File: src/rtl/pipo_skid_reg.sv
// rtl/pipo_skid_reg.sv - PIPO pipeline register with valid/ready handshake and 2-entry skid buffer
//
// Holds up to two words between datapath stages so a stalled consumer never
// loses or duplicates data. Sustains one word per cycle when downstream is ready.
// in_ready and out_valid decode straight from the state flops, so there is no
// combinational path from out_ready to in_ready.
//
// Optional feature macro: PIPO_SKID_CNT_EN adds the CNT_W parameter and the
// xfer_cnt output (count of non-flushed output transfers, wraps, cleared by rst_n only).
//
// Ports:
//   clk        in   1      rising-edge clock
//   rst_n      in   1      asynchronous active-low reset
//   flush      in   1      synchronous clear of all contents, highest priority
//   in_valid   in   1      upstream word valid
//   in_ready   out  1      block can accept a word
//   din        in   WIDTH  upstream data
//   out_valid  out  1      dout holds a valid word
//   out_ready  in   1      downstream accepts dout
//   dout       out  WIDTH  output data (registered)
//   xfer_cnt   out  CNT_W  output transfer count (PIPO_SKID_CNT_EN only)
//   occupancy  out  2      words held: 0, 1 or 2

module pipo_skid_reg #(
    parameter int WIDTH = 16
`ifdef PIPO_SKID_CNT_EN
    ,
    parameter int CNT_W = 16
`endif
) (
    input  logic             clk,
    input  logic             rst_n,
    input  logic             flush,
    input  logic             in_valid,
    output logic             in_ready,
    input  logic [WIDTH-1:0] din,
    output logic             out_valid,
    input  logic             out_ready,
    output logic [WIDTH-1:0] dout,
`ifdef PIPO_SKID_CNT_EN
    output logic [CNT_W-1:0] xfer_cnt,
`endif
    output logic [1:0]       occupancy
);

    typedef enum logic [1:0] {
        S_EMPTY = 2'd0,
        S_BUSY  = 2'd1,
        S_FULL  = 2'd2
    } state_e;

    state_e           state_q, state_d;
    logic [WIDTH-1:0] main_q, main_d;
    logic [WIDTH-1:0] skid_q, skid_d;
    logic             in_fire;
    logic             out_fire;

    assign in_ready  = (state_q != S_FULL);
    assign out_valid = (state_q != S_EMPTY);
    assign dout      = main_q;
    assign in_fire   = in_valid & in_ready;
    assign out_fire  = out_valid & out_ready;

    always_comb begin
        occupancy = 2'd0;
        case (state_q)
            S_EMPTY: occupancy = 2'd0;
            S_BUSY:  occupancy = 2'd1;
            S_FULL:  occupancy = 2'd2;
            default: occupancy = 2'd0;
        endcase
    end

    always_comb begin
        state_d = state_q;
        main_d  = main_q;
        skid_d  = skid_q;
        case (state_q)
            S_EMPTY: begin
                if (in_fire) begin
                    state_d = S_BUSY;
                    main_d  = din;
                end
            end
            S_BUSY: begin
                if (in_fire && out_fire) begin
                    main_d = din;
                end else if (in_fire) begin
                    // Consumer stalled: park the new word behind the one on dout.
                    state_d = S_FULL;
                    skid_d  = din;
                end else if (out_fire) begin
                    state_d = S_EMPTY;
                end
            end
            S_FULL: begin
                // in_ready is low here, so only the drain side can move.
                if (out_fire) begin
                    state_d = S_BUSY;
                    main_d  = skid_q;
                end
            end
            default: state_d = S_EMPTY;
        endcase
        // Flush discards everything, including this cycle's handshakes.
        if (flush) begin
            state_d = S_EMPTY;
            main_d  = '0;
            skid_d  = '0;
        end
    end

    always_ff @(posedge clk or negedge rst_n) begin
        if (!rst_n) begin
            state_q <= S_EMPTY;
            main_q  <= '0;
            skid_q  <= '0;
        end else begin
            state_q <= state_d;
            main_q  <= main_d;
            skid_q  <= skid_d;
        end
    end

`ifdef PIPO_SKID_CNT_EN
    logic [CNT_W-1:0] cnt_q, cnt_d;

    always_comb begin
        cnt_d = cnt_q;
        if (out_fire && !flush) begin
            cnt_d = cnt_q + CNT_W'(1);
        end
    end

    always_ff @(posedge clk or negedge rst_n) begin
        if (!rst_n) begin
            cnt_q <= '0;
        end else begin
            cnt_q <= cnt_d;
        end
    end

    assign xfer_cnt = cnt_q;
`endif

endmodule

File: config.mk
export PLATFORM = sky130hd
export DESIGN_NAME = pipo_skid_reg
export DESIGN_NICKNAME = d
export VERILOG_FILES = /design/src/rtl/pipo_skid_reg.sv
export SDC_FILE = /design/constraint.sdc
export NUM_CORES = 1
export LEC_CHECK = 0
export ABC_AREA = 1
export CAP_MARGIN = 20
export CORE_ASPECT_RATIO = 1.2
export CORE_MARGIN = 4
export CORE_UTILIZATION = 36
export DETAILED_ROUTE_END_ITERATION = 10
export PLACE_DENSITY_LB_ADDON = 0.05
export SETUP_SLACK_MARGIN = 0.4
export SKIP_CTS_REPAIR_TIMING = 1
export SLEW_MARGIN = 15
export SYNTH_ARGS = -nofsm -noshare
export SYNTH_HDL_FRONTEND = slang
export SYNTH_SLANG_ARGS = --single-unit
export TNS_END_PERCENT = 20
File: constraint.sdc
create_clock -name clk -period 1.61 [get_ports clk]
set_input_delay 0.322 -clock clk [delete_from_list [all_inputs] [get_ports clk]]
set_output_delay 0.322 -clock clk [all_outputs]
set_load 0.005 [all_outputs]
# Yosys cells after proc, flatten, opt, wreduce, memory -nomap -nowiden
# Cells that the tools add are included.
[totals]
regBits = 34
output_inout_bits = 20
wordCells = 39
[op_classes]
n_eq_ne = 9
muxes = 16
bitwise = 2
reduce_logical = 9
[op_table]
columns = ["operator", "n"]
rows = [
  ["$mux W16", 7],
  ["$pmux W16 S3", 1],
  ["$mux W2", 6],
  ["$ne A3 B3 Y1 const B", 4],
  ["$reduce_and A4 Y1", 2],
  ["$pmux W2 S3", 1],
  ["$reduce_bool A2 Y1", 3],
  ["$ne A2 B2 Y1 const B", 2],
  ["$ne A4 B4 Y1 const B", 1],
  ["$pmux W2 S2", 1],
  ["$reduce_bool A4 Y1", 1],
  ["$reduce_and A3 Y1", 1],
  ["$and A1 B1 Y1", 2],
  ["$eq A2 B1 Y1 const B", 1],
  ["$eq A2 B2 Y1 const B", 1],
  ["$logic_not A2 Y1", 1],
  ["$logic_and A1 B1 Y1", 1],
]

# Logic depth before layout (Yosys ltp)
[logic_depth]
ltp_word = 7
mapped_depth = 10
mapped_depth_nobuf = 9

# Worst setup path after synthesis
# No wires, ideal clock.
[synth_timing]
path_type = "register to register"
from = "register state_q[0]"
to = "register main_q[13] (netlist: dout[13])"
setup_time_ns = 0.118
arrival_time_ns = 1.411
required_ns = 1.492
setup_slack_ns = 0.081
path_stages_with_launch = 10
n_path_buf = 1
period_less_slack_ns = 1.529
cell_sequence = "dfrtp_1 > inv_1 > ha_1 > nor2_4 > nand2_2 > nand2_4 > nand3_4 > buf_6 > nand3_1 > nand2_1"
[synth_between]
elab_chain_len = 5
word_cells_on_any_way = 15
cone_classes = "6 x eq/ne; 2 x mux; 2 x bitwise; 5 x reduce/logical"
[synth_rtl]
columns = ["element", "line", "rtl"]
rows = [
  ["start, declared", "52", "state_e state_q, state_d;"],
  ["start signal, assigned", "119", "state_q <= state_d;"],
  ["$ne A2 B2 Y1 or $reduce_bool A2 Y1 (tied branches)", "58, 59", ""],
  ["$and A1 B1 Y1, on equally long branches", "61, 62", ""],
  ["$logic_and A1 B1 Y1", "86", "if (in_fire && out_fire) begin"],
  ["$ne A3 B3 Y1 (no source line)", "--", ""],
  ["$reduce_and A4 Y1 (no source line)", "--", ""],
  ["end signal, assigned", "120", "main_q <= main_d;"],
  ["end, declared", "53", "logic [WIDTH-1:0] main_q, main_d;"],
]
# Several ways; a longest one is shown, not always the timed one.
# A chain may end at the register's enable or synchronous reset.

# Final worst setup path
[layout_timing]
from = "register state_q[0]"
to = "output port in_ready"
[layout_between]
elab_chain_len = 1
[layout_rtl]
columns = ["element", "line", "rtl"]
rows = [
  ["$ne A2 B2 Y1", "58", "assign in_ready = (state_q != S_FULL);"],
  ["end, declared", "35", "output logic in_ready,"],
]
# No other way between the ends.

==> impl_results.md <==
* FMAX at 0.638 GHz
* Max-slew violations at 0
* Synth area leader: dfrtp_1
* Tot Pwr at 3670 uW
* Initial Utilization at 37.2%
* Fill cell count at 444
* Hold Violations, Final at 0
* Most common cell in the netlist: nand3_1
* Clock slew at reported path FFs at 70 ps
* CTS tree: done
* Synth top area cells: dfrtp_1, nand3_1, nand2_1
* Fin crit share at 97.4%
* Period minus WS final at 1570 ps
* Met1 Wirelength at 2.18 mm
* Mapped Avg Cell Area at 8.43 sq um
* Grt total ovfl at 0
* Post-synthesis cell type count at 21
* Syn nets at 244
* Boundary Pins at 41
* Core area at 0.00494 sq mm
* CP required at 1290 ps
* Synth Cell Area at 0.00184 sq mm
* Power Density at 1340 mW/mm^2
* Syn Inst Count at 218
* NumNets Final at 302
* Post-route insts no fill at 337
* Root Driver: clkbuf_8
* Die footprint at 0.00632 sq mm
* Initial DRC count at 103
* Yosys top cell area share at 46.3%
* Top Family by Delay on Critical Path: buffers and inverters
* Worst hold slack at 396 ps
* First-pass GRT wire length at 7.69 mm
* Slew Limit Headroom at 83.2%
* Maximum fanout along the worst path at 2
* DR WL/cell at 13.6 um
* Synthesis Warnings at 0
* Main flop type after synthesis: dfrtp_1
* Crit path capture type: output port
* Layout cells sized above 1 at 24.9%
* Met2 Routed Length at 2.13 mm
* I/O Buffers at 40
* Post-Route Utilization at 55.3%
* GP Congestion at 0.739
* CP Launch Point: state_q[0]
* Via count at 1659
* Routed Antenna Nets at 0
* Worst-case clock buffer depth at 2
* Hold/Removal Path Class: input pin to async pin
* Drt pass-1 iters at 6
* Flops & latches, synth at 34
* Area Overhead vs Synth at 48.5%
* Die H at 86.3 um
* Met3 wire len at 219 um
* HPWL Detailed at 3.15 mm
* Status: completed
* WL final at 4.59 mm
* VDD IR max at 0.000797 V
* Max-cap check violation count at 0
* Clk_skew at 2.58 ps
* Final setup fails at 0
* Diode count at 0
* Crit path arrival time at 1250 ps
* H-tree depth at 2
* Largest stage delay on the critical path at 390 ps
* Commonest cells in the netlist: nand3_1, nand2_1, dfrtp_1
* Vias per cell at 4.92
* Worst-path cell chain: inv_2 -> buf_6 -> ha_2 -> inv_1 -> dlymetal6s2s_1
* Uppermost layer routed: met4
* Initial antenna violation count at 0
* GRT Total Usage at 15.6%
* RSZ-0062 raised after global routing: true
* Leak at 0.00149 uW
* Clk_lat worst skew at 280 ps
* Crit path buf inv count at 4
* Placed cells at 324
* Vias in the first global route at 1615
* Asr flop ratio synth at 100%
* Crit path kind: flop to output port
* RR Startpoint: state_q[1]
* Least-Margin Pin Slew at 249 ps
* Setup crit start kind: flop
* Drc violations at 0
* Slowest-stage cell, CP: dfrtp_1
* Post-synthesis sequential area ratio at 46.3%
* Largest net degree at the start of global routing at 35
* Clock Sink Count at 34
* Die width at 73.2 um
* Std-Cell Rows at 28
* Post-synth EDFFs at 0
* Inserted Clock Buffers at 5
==> kinds of logic after synthesis <==
family,synth area share [%]
adders and majority gates,3.40
and+or+nand+nor,30.5
AOI/OAI and AO/OA,10.2
DFF,46.3
buffers and inverters,9.60
==> cell usage in the layout, fill, tap and decap left out, types with 6 or more instances in the layout <==
cell type	instances
buf_4	11
nand3_1	32
clkbuf_8	6
a211oi_1	9
nand2_2	6
dfrtp_1	33
o21ai_0	23
nor2_1	8
dlymetal6s2s_1	17
clkdlybuf4s50_1	20
inv_1	20
nand4_1	11
buf_6	9
nand2_1	31
nand3_2	9
==> worst paths after layout <==
kind	to	slack [ps]	cells past startpoint
worst max-delay path	in_ready	40	5
worst min-delay path	skid_q[1]	400	2
worst max register to register	dout[7]	70	10
worst min register to register	dout[2]	510	2
max in group asynchronous	state_q[1]	1010	2
min in group clk	dout[2]	510	2
==> worst register-to-register path: stages, from the launching register on <==
cell	delay (ps)
dfrtp_2	390
buf_6	120
inv_4	40
ha_4	160
buf_6	120
nor2_4	70
nand2_2	80
nand2_4	120
nand3_4	170
nand3_2	130
nand2_2	40
==> registers in the layout, summed over array words and instances (netlist names) <==
| signal | flops |
|---|---|
| dout | 16 |
| skid_q | 16 |
| state_q | 2 |
==> power by group <==
group	leakage (uW)	internal, uW	switching, uW	total (uW)
combinational	0.000992	867	973	1840
sequential	0.000454	1060	117	1180
clock	0.0000482	345	306	651
total	0.00149	2270	1400	3670
==> through the flow <==
step / setup WS (ps) / instance area [sq um] / setup TNS (ps)
2_1_floorplan: 191 / 1880 / 0
4_1_cts: -304 / 2540 / -1140
5_1_grt: -43.3 / 2730 / -239
6_report: 42.3 / 2730 / 0
3_3_place_gp: -56.6 / 2450 / -741
3_5_place_dp: -66.9 / 2450 / -904
==> routing by layer <==
| metal | vias up | global-route usage, % |
|---|---|---|
| met3 | 6 | 3.48 |
| met5 | - | 0 |
| met4 | 0 | 5.54 |
| met2 | 35 | 24.4 |
| li1 | 859 | - |
| met1 | 759 | 21.1 |
==> final cells by class <==
| cell class | instances | area [sq um] | share of cell area, % |
|---|---|---|---|
| flip-flops and latches | 34 | 852 | 31.2 |
| clock inverters | 1 | 5.00 | 0.183 |
| clock buffers | 7 | 86.3 | 3.16 |
| well taps | 60 | 75.1 | 2.75 |
| inverters | 26 | 103 | 3.76 |
| repair buffers | 62 | 667 | 24.4 |
| multi-input cells | 147 | 942 | 34.5 |
No activity file was read; power rests on OpenSTA's default activity.
